==> config.mk <==
export PLATFORM = sky130hd
export DESIGN_NAME = score_keeper
export DESIGN_NICKNAME = d
export VERILOG_FILES = /design/src/rtl/score_keeper.sv
export SDC_FILE = /design/constraint.sdc
export NUM_CORES = 1
export LEC_CHECK = 0
export BUFFER_PORTS_ARGS = -buffer_cell sky130_fd_sc_hd__buf_2
export CORE_ASPECT_RATIO = 2
export CORE_MARGIN = 4
export CORE_UTILIZATION = 40
export CTS_BUF_LIST = sky130_fd_sc_hd__clkbuf_2 sky130_fd_sc_hd__clkbuf_4 sky130_fd_sc_hd__clkbuf_8
export CTS_CLUSTER_DIAMETER = 30
export DETAILED_ROUTE_END_ITERATION = 8
export GPL_TIMING_DRIVEN = 0
export SETUP_SLACK_MARGIN = 0.1
export SYNTH_ARGS = -nofsm -noshare
export SYNTH_HDL_FRONTEND = slang
export SYNTH_SLANG_ARGS = --single-unit
export TNS_END_PERCENT = 1
==> constraint.sdc <==
create_clock -name clk -period 10.9 [get_ports clk]
set_clock_uncertainty 0.1 [all_clocks]
set_input_delay 0 -clock clk [delete_from_list [all_inputs] [get_ports clk]]
set_output_delay 0 -clock clk [all_outputs]
set_load 0.05 [all_outputs]
==> src/rtl/score_keeper.sv <==
// Game-state counter: two-digit BCD score fed from a one-point-per-clock queue,
// lives with a once-per-game tens-digit bonus, and the IDLE/PLAY/OVER game FSM.
module score_keeper #(
    parameter int unsigned START_LIVES = 3,
    parameter int unsigned MAX_LIVES   = 9,
    parameter int unsigned HIT_POINTS  = 1,
    parameter int unsigned PENDING_W   = 4,
    parameter int unsigned BONUS_TENS  = 5
) (
    input  logic       clk,
    input  logic       reset,
    input  logic       new_game,
    input  logic       brick_hit,
    input  logic       ball_lost,
    output logic [3:0] score0,
    output logic [3:0] score1,
    output logic [3:0] lives,
    output logic       game_over,
    output logic       busy
);

    localparam int unsigned PEND_MAX = (1 << PENDING_W) - 1;
    localparam int unsigned SUM_W    = PENDING_W + 1;

    typedef enum logic [1:0] {S_IDLE, S_PLAY, S_OVER} state_t;

    state_t                 r_state;
    logic [3:0]             r_score0;
    logic [3:0]             r_score1;
    logic [3:0]             r_lives;
    logic [PENDING_W-1:0]   r_pending;
    logic                   r_bonus_given;
    logic                   r_game_over;
    logic                   r_busy;

    logic                   w_play;
    logic                   w_start;
    logic                   w_step;
    logic                   w_carry;
    logic                   w_bonus;
    logic [SUM_W-1:0]       w_pend_sum;
    logic [PENDING_W-1:0]   w_pend_next;
    logic [3:0]             w_s0_next;
    logic [3:0]             w_s1_next;
    logic [4:0]             w_lives_sum;
    logic [3:0]             w_lives_next;
    state_t                 w_state_next;

    // Next-state values for queue, BCD score, lives and game state
    always_comb begin
        w_play       = (r_state == S_PLAY);
        w_start      = new_game && (r_state != S_PLAY);
        w_step       = (r_pending != '0);
        w_carry      = 1'b0;
        w_s0_next    = r_score0;
        w_s1_next    = r_score1;
        w_state_next = r_state;

        w_pend_sum = SUM_W'(r_pending) - SUM_W'(w_step)
                   + ((brick_hit && w_play) ? SUM_W'(HIT_POINTS) : SUM_W'(0));
        w_pend_next = (w_pend_sum > SUM_W'(PEND_MAX)) ? PENDING_W'(PEND_MAX)
                                                      : w_pend_sum[PENDING_W-1:0];

        if (w_step) begin
            if (r_score0 == 4'd9) begin
                w_s0_next = 4'd0;
                w_carry   = 1'b1;
                w_s1_next = (r_score1 == 4'd9) ? 4'd0 : r_score1 + 4'd1;
            end else begin
                w_s0_next = r_score0 + 4'd1;
            end
        end

        w_bonus = w_carry && (w_s1_next == 4'(BONUS_TENS)) && !r_bonus_given;

        // Bonus is added before the loss so loss+bonus at one life nets to zero
        w_lives_sum = {1'b0, r_lives} + 5'(w_bonus);
        if (ball_lost && w_play && (w_lives_sum != 5'd0))
            w_lives_sum = w_lives_sum - 5'd1;
        w_lives_next = (w_lives_sum > 5'(MAX_LIVES)) ? 4'(MAX_LIVES) : w_lives_sum[3:0];

        if (w_play && (w_lives_next == 4'd0))
            w_state_next = S_OVER;
    end

    always_ff @(posedge clk or negedge reset) begin
        if (!reset) begin
            r_state       <= S_IDLE;
            r_score0      <= 4'd0;
            r_score1      <= 4'd0;
            r_lives       <= 4'(START_LIVES);
            r_pending     <= '0;
            r_bonus_given <= 1'b0;
            r_game_over   <= 1'b0;
            r_busy        <= 1'b0;
        end else if (w_start) begin
            r_state       <= S_PLAY;
            r_score0      <= 4'd0;
            r_score1      <= 4'd0;
            r_lives       <= 4'(START_LIVES);
            r_pending     <= '0;
            r_bonus_given <= 1'b0;
            r_game_over   <= 1'b0;
            r_busy        <= 1'b0;
        end else begin
            r_state       <= w_state_next;
            r_score0      <= w_s0_next;
            r_score1      <= w_s1_next;
            r_lives       <= w_lives_next;
            r_pending     <= w_pend_next;
            r_bonus_given <= r_bonus_given | w_bonus;
            r_game_over   <= (w_state_next == S_OVER);
            r_busy        <= (w_pend_next != '0);
        end
    end

    assign score0    = r_score0;
    assign score1    = r_score1;
    assign lives     = r_lives;
    assign game_over = r_game_over;
    assign busy      = r_busy;

endmodule

# ---- Word level (Yosys, flattened, before mapping)
# Index checks and enable logic that the tools add are counted.
dict set report classes {
  add_sub_neg 6
  order_cmp 2
  n_eq_ne 6
  mux 20
  n_bitwise 1
  n_reduce_logical 13
}
# operator n
set op_table {}
lappend op_table {{2-to-1 mux 4 bit} 11}
lappend op_table {{> comparator 5 x 4 -> 1 bit, second input constant} 2}
lappend op_table {{adder 4 x 1 -> 4 bit, second input constant} 2}
lappend op_table {{equality test 4 bit, second input constant} 2}
lappend op_table {{nonzero test 4 bit} 2}
lappend op_table {{logical AND 1 bit} 7}
lappend op_table {{2-to-1 mux 1 bit} 6}
lappend op_table {{adder 4 x 1 -> 5 bit} 1}
lappend op_table {{adder 5 x 1 -> 5 bit} 1}
lappend op_table {{2-to-1 mux 5 bit} 1}
lappend op_table {{nonzero test 5 bit} 1}
lappend op_table {{subtractor 4 x 1 -> 5 bit} 1}
lappend op_table {{subtractor 5 x 1 -> 5 bit, second input constant} 1}
lappend op_table {{equality test 4 x 3 -> 1 bit, second input constant} 1}
lappend op_table {{zero test 4 bit} 1}
lappend op_table {{2-to-1 mux 2 bit} 2}
lappend op_table {{equality test 2 x 1 -> 1 bit, second input constant} 1}
lappend op_table {{equality test 2 bit, second input constant} 1}
lappend op_table {{inequality test 2 x 1 -> 1 bit, second input constant} 1}
lappend op_table {{nonzero test 2 bit} 1}
lappend op_table {{zero test 1 bit} 1}
lappend op_table {{bitwise OR 1 bit} 1}
dict set report totals {
  register_bits 21
  in_bits 5
  output_inout_bits 14
  word_cells 56
}

# ---- Longest topological paths before layout
dict set report depth {
  depth_word 18
  ltp_mapped 15
  mapped_depth_nobuf 15
}

# ---- Worst setup path after synthesis
# OpenSTA, ideal clock, no wires.
dict set report synth_timing {
  path_kind {register to register}
  start {register r_score0[0] (netlist: score0[0])}
  end {register r_state[0]}
  setup_ps 126
  t_arrival_ps 3657
  t_required_ps 10674
  slack_ps 7017
  path_stages_with_launch 15
  n_path_buf 0
  period_less_slack_ps 3883
  path_cell_list {dfrtp_1 ha_1 nand3b_1 nor2_1 nand3_1 nor2_1 ha_1 ha_1 inv_1 ha_1 or4b_4 o211a_2 o32a_1 or2_1 o32a_1}
}
dict set report synth_between {
  elab_chain_len 16
  word_cells_on_any_way 19
  classes_between {2 x add/sub; 1 x order compare; 2 x eq/ne; 8 x mux; 6 x reduce/logical}
}
# element line
set synth_rtl {}
lappend synth_rtl {{start, declared} 28} ;# logic [3:0] r_score0;
lappend synth_rtl {{start signal, assigned} 107} ;# r_score0 <= w_s0_next;
lappend synth_rtl {{equality test 4 bit *} 65} ;# if (r_score0 == 4'd9) begin
lappend synth_rtl {{2-to-1 mux 4 bit} 65}
lappend synth_rtl {{2-to-1 mux 4 bit} 64} ;# if (w_step) begin
lappend synth_rtl {{equality test 4 x 3 -> 1 bit} 74} ;# w_bonus = w_carry && (w_s1_next == 4'(BONUS_TENS)) && !r_bonus_given;
lappend synth_rtl {{logical AND 1 bit * (2 in series)} 74}
lappend synth_rtl {{adder 4 x 1 -> 5 bit *} 77} ;# w_lives_sum = {1'b0, r_lives} + 5'(w_bonus);
lappend synth_rtl {{branches (longest 2 deep; another with subtractor 5 x 1 -> 5 bit)} n/a}
lappend synth_rtl {{2-to-1 mux 5 bit *} 78} ;# if (ball_lost && w_play && (w_lives_sum != 5'd0))
lappend synth_rtl {{> comparator 5 x 4 -> 1 bit} 80} ;# w_lives_next = (w_lives_sum > 5'(MAX_LIVES)) ? 4'(MAX_LIVES) : w_lives_sum[3:0];
lappend synth_rtl {{2-to-1 mux 4 bit *} 80}
lappend synth_rtl {{zero test 4 bit *} 82} ;# if (w_play && (w_lives_next == 4'd0))
lappend synth_rtl {{logical AND 1 bit *} 82}
lappend synth_rtl {{2-to-1 mux 2 bit *} 82}
lappend synth_rtl {{2-to-1 mux 2 bit *} 96} ;# end else if (w_start) begin
lappend synth_rtl {{end signal, assigned} 106} ;# r_state <= w_state_next;
lappend synth_rtl {{end, declared} 27} ;# state_t r_state;
# Mark *: on every way between the ends.
# A chain may end at the register's enable or synchronous reset.

# ---- Worst setup path in the final report
dict set report layout_timing {
  start {register r_pending[3]}
  end {register r_state[0]}
}
dict set report layout_between {
  elab_chain_len 15
  word_cells_on_any_way 17
  classes_between {2 x add/sub; 1 x order compare; 1 x eq/ne; 6 x mux; 7 x reduce/logical}
}
# element line
set layout_rtl {}
lappend layout_rtl {{start, declared} 31} ;# logic [PENDING_W-1:0] r_pending;
lappend layout_rtl {{start signal, assigned} 110} ;# r_pending <= w_pend_next;
lappend layout_rtl {{nonzero test 4 bit *} 53} ;# w_step = (r_pending != '0);
lappend layout_rtl {{2-to-1 mux 4 bit} 64}
lappend layout_rtl {{equality test 4 x 3 -> 1 bit} 74}
lappend layout_rtl {{logical AND 1 bit * (2 in series)} 74}
lappend layout_rtl {{adder 4 x 1 -> 5 bit *} 77}
lappend layout_rtl {{branches (longest 2 deep; another with subtractor 5 x 1 -> 5 bit)} n/a}
lappend layout_rtl {{2-to-1 mux 5 bit *} 78}
lappend layout_rtl {{> comparator 5 x 4 -> 1 bit} 80}
lappend layout_rtl {{2-to-1 mux 4 bit *} 80}
lappend layout_rtl {{zero test 4 bit *} 82}
lappend layout_rtl {{logical AND 1 bit *} 82}
lappend layout_rtl {{2-to-1 mux 2 bit *} 82}
lappend layout_rtl {{2-to-1 mux 2 bit *} 96}
# Marked as above.

==> impl.org <==
** Outcome
- Status :: finished, final reports clean

** Yosys
- Register bit count reported by yosys :: 21
- Post-Syn Nets :: 167
- Gate count after technology mapping :: about 150
- Area fraction of the dominant cell type after synthesis :: 34.5%
- sky130_fd_sc_hd__dfrtp_1 takes more of the synthesized area than any other cell.
- Post-Synthesis Mean Instance Area :: between 9 and 10 µm²
- Sequential elements use 38.3% of the synthesized area.
- In the post-synthesis netlist, the biggest area contributors are sky130_fd_sc_hd__dfrtp_1, sky130_fd_sc_hd__ha_1, sky130_fd_sc_hd__a21oi_1, sky130_fd_sc_hd__dfstp_2, sky130_fd_sc_hd__nor2_1.
- Top cells by instance count after synthesis :: sky130_fd_sc_hd__dfrtp_1, sky130_fd_sc_hd__nor2_1, sky130_fd_sc_hd__a21oi_1, sky130_fd_sc_hd__ha_1, sky130_fd_sc_hd__inv_1
- Library cell with the highest instance count after synthesis :: sky130_fd_sc_hd__dfrtp_1
- Yosys printed 0 warnings.
- The mapped netlist covers 0.00138 mm².
- The synthesized design contains 0 enable-type register cells.
- Of all flip-flops after synthesis, the portion carrying an async set or reset was 100%.
- Most instantiated flip-flop cell in the synthesis netlist :: sky130_fd_sc_hd__dfrtp_1
- Yosys mapped the design onto 38 distinct sky130hd cell types.

** Clock tree
- CTS tree :: done
- Count of clock tree sinks :: 21
- Worst-path clk slew :: 0.07 ns
- The number of setup buffers added after CTS is 0.
- In this run the number of H-tree levels came out at 1.
- CTS Buf Count :: 3
- Worst-Skew Late Latency :: 0.26 ns
- Largest buffer count on any clock path :: 2
- CTS Root Cell :: sky130_fd_sc_hd__clkbuf_8

** Worst setup path
- The setup check on the worst reg-to-reg path leaves a slack of 6.82 ns.
- Largest fanout on the critical path :: 5
- Data on the critical path arrives at its endpoint at between 4 and 5 ns.
- The startpoint identified for the worst register-to-register timing path is r_pending[3]$_DFF_PN0_.
- Tracing the worst setup path back leads to its startpoint at r_pending[3]$_DFF_PN0_.
- Among the stages of the critical path, the cell type that occurs most often is sky130_fd_sc_hd__ha_1.
- List of cells traversed by the critical path :: inv_1 > ha_1 > nor3b_1 > nor2_1 > nand3_1 > nor2_1 > ha_1 > ha_1 > inv_1 > ha_1 > or4b_4 > o211a_2 > o32a_1 > or2_1 > o32a_1
- Capture point of the worst path :: r_state[0]$_DFF_PN0_
- For the worst flop-to-flop path, the logic depth is 15.
- Worst setup EP type :: flop
- CP startpoint kind :: flop
- Data on the critical path is required at its endpoint by 10.95 ns.
- The setup path with the least slack is of type reg2reg.
- The worst register-to-register path ends at r_state[0]$_DFF_PN0_.
- For this design, the slowest cell found on the critical path is sky130_fd_sc_hd__or4b_4.
- On the worst path, the slowest cell contributes a delay of 0.50 ns.

** Timing
- Timing would allow up to 245 MHz.
- Summed over all failing endpoints, the final setup total negative slack is 0 ns.
- Crit path time final :: 4.08 ns
- The number of max-slew violations in the final report came to 0.
- Count of endpoints failing hold in the final timing report :: 0
- Setup violators final :: 0
- The worst pin sits at a relative slew slack of 65.2%.
- Transition time at the pin with the least slew margin :: 0.521 ns
- The worst path meets setup with 6.82 ns of slack.
- Share of the clock period used by the worst path after layout :: 37.5%
- Setup repair after global routing left no endpoint under its margin.

** Power
- P_leak :: 0.000802 µW
- Net Sw Power :: 232 µW
- Cell internal power was estimated by the tool at roughly 240 µW.
- Fraction of power consumed by the clock network :: 10.7%
- IR Drop Worst-Case VDD :: 0.168 mV
- Power density of the placed cells :: 300 mW/mm²
- Share of power burned in combinational logic :: 60.4%
- Net switching fraction of the power :: about half
- In this run, flip-flops and latches consume 28.9% of the power.

** Route
- The detailed router finished its first iteration with 28 violations.
- The pre-antenna-repair detailed-routing pass consisted of 4 iterations.
- Routed WL :: 3010 µm
- Average wire length per cell after detail routing :: 14.7 µm
- Count of nets left with antenna violations after detail routing :: 0
- DR DRC count :: 0
- For this block, the via count after detailed routing is 1169.
- Routed via count divided by cell count :: between 5 and 6

** Die
- The die is 49.5 µm wide.
- Core outline area :: 0.00323 mm²
- In this run the core area contains 29 standard-cell rows.
- Count of pins on the block boundary :: 19
- The die covers 0.00450 mm².
- From bottom edge to top edge, the die measures 91.0 µm.
- Starting density of the core :: 42.7%

** Final layout
- Ant diodes :: 0
- Final design area excluding fillers :: 0.00157 mm²
- Fraction of final layout cells sized beyond drive strength 1 :: 16.2%
- Excluding fillers, the count of instances in the completed layout stands at 204.
- At the end of the flow the core is filled with cells to about half.
- From synthesis to final layout, the design area changed by 14.2%.
- The net count of the finished layout is 192.

** Run
- Count of max-cap constraint violations :: 0

** Place
- Counting tap cells, the placed design contains a total of around 200 instances.
- Place WS :: 6.78 ns
- The placed instances occupy a cell area of between 0.0015 and 0.002 mm².
- Routability Congestion :: 0.810
- Once detailed placement completed, the half-perimeter wirelength came to 2440 µm.
- Count of buffers from port buffering :: 18

** GRT
- Maximum number of pins on one net before global-route repair :: 22
- The first global-routing pass estimated 5100 µm of wire.
- Total overflow reported by the global router :: 0
- Initial antenna violation count :: 0
- Global routing used 14.3% of the available tracks across all layers.
- The via count of the first global-routing pass is 1205.

** Min path
- Min-delay worst type :: in2async
## registers in the layout, summed over array words and instances (netlist names)
signal / cells
r_bonus_given: 1
r_pending: 4
score0: 4
score1: 4
lives: 4
r_state: 2
busy: 1
game_over: 1
## layout by cell type, fill, tap and decap left out, drive strengths merged, types with 6 or more instances in the layout
cell	n
nor2	14
ha	12
o21ai	6
dfrtp	19
inv	12
a21oi	12
nand2	9
buf	20
## per-stage QoR
step	power [µW]	hold WS, ns
floorplan	359	-0.396
global placement	417	-0.118
detailed placement	423	-0.109
CTS	477	0.135
global route	512	0.159
finish	472	0.125
## power groups by stage
| stage | logic [µW] | registers, µW | clock network, µW |
|---|---|---|---|
| 2_1_floorplan | 169 | 189 | 0 |
| 3_3_place_gp | 281 | 136 | 0 |
| 3_5_place_dp | 285 | 138 | 0 |
| 4_1_cts | 288 | 136 | 52.8 |
| 5_1_grt | 315 | 141 | 56.0 |
| 6_report | 285 | 136 | 50.6 |
## cell families after synthesis
group | after synthesis | synth area share [%]
buffers and inverters | 16 | 5.00
XOR/XNOR | 8 | 5.09
AO/OA/AOI/OAI | 37 | 17.7
adder cells (fa/ha/maj) | 13 | 12.4
flip-flops | 21 | 38.3
AND/OR/NAND/NOR | 54 | 21.5
## per-layer routing
metal  wire (µm)  part of all wire, %  vias to the layer above  global-route usage [%]
li1            -                    -                      572                       -
met1        1020                   34                      577                    11.9
met2        1840                   61                       15                    30.8
met3          85                  2.8                        5                    1.64
met4          62                  2.1                        0                    6.24
met5           0                    0                        -                       0
## worst min-delay path by stage
stage / to / slack (ns)
6_report: score1[1]$_DFF_PN0_ / 0.12
5_1_grt: score1[1]$_DFF_PN0_ / 0.16
4_1_cts: score1[1]$_DFF_PN0_ / 0.13
3_5_place_dp: score1[1]$_DFF_PN0_ / -0.11
3_3_place_gp: score1[1]$_DFF_PN0_ / -0.12
2_1_floorplan: busy$_DFF_PN0_ / -0.40
## critical path, delay by kind of cell, from the launching register on
kind                       cells  cell delay (ns)
AOI/OAI and AO/OA              3             0.86
DFF                            1             0.37
buffers and inverters          2             0.19
and+or+nand+nor                6             1.58
adders and majority gates      4             0.88
## cell type report
class / instances / area (µm²)
Buffer: 4 / 23.8
Clock buffer: 3 / 41.3
Clock inverter: 1 / 5.00
Fill cell: 327 / 1660
Inverter: 12 / 45.0
Multi-Input combinational cell: 112 / 781
Sequential cell: 21 / 528
Tap cell: 31 / 38.8
Timing Repair Buffer: 20 / 110
## timing repair
action | 4_1_cts | 5_1_grt
hold buffers | 2 | 0
gates resized for setup | 0 | 0
endpoints found under the hold margin | 25 | 0
Power figures use the tool's default switching activity.
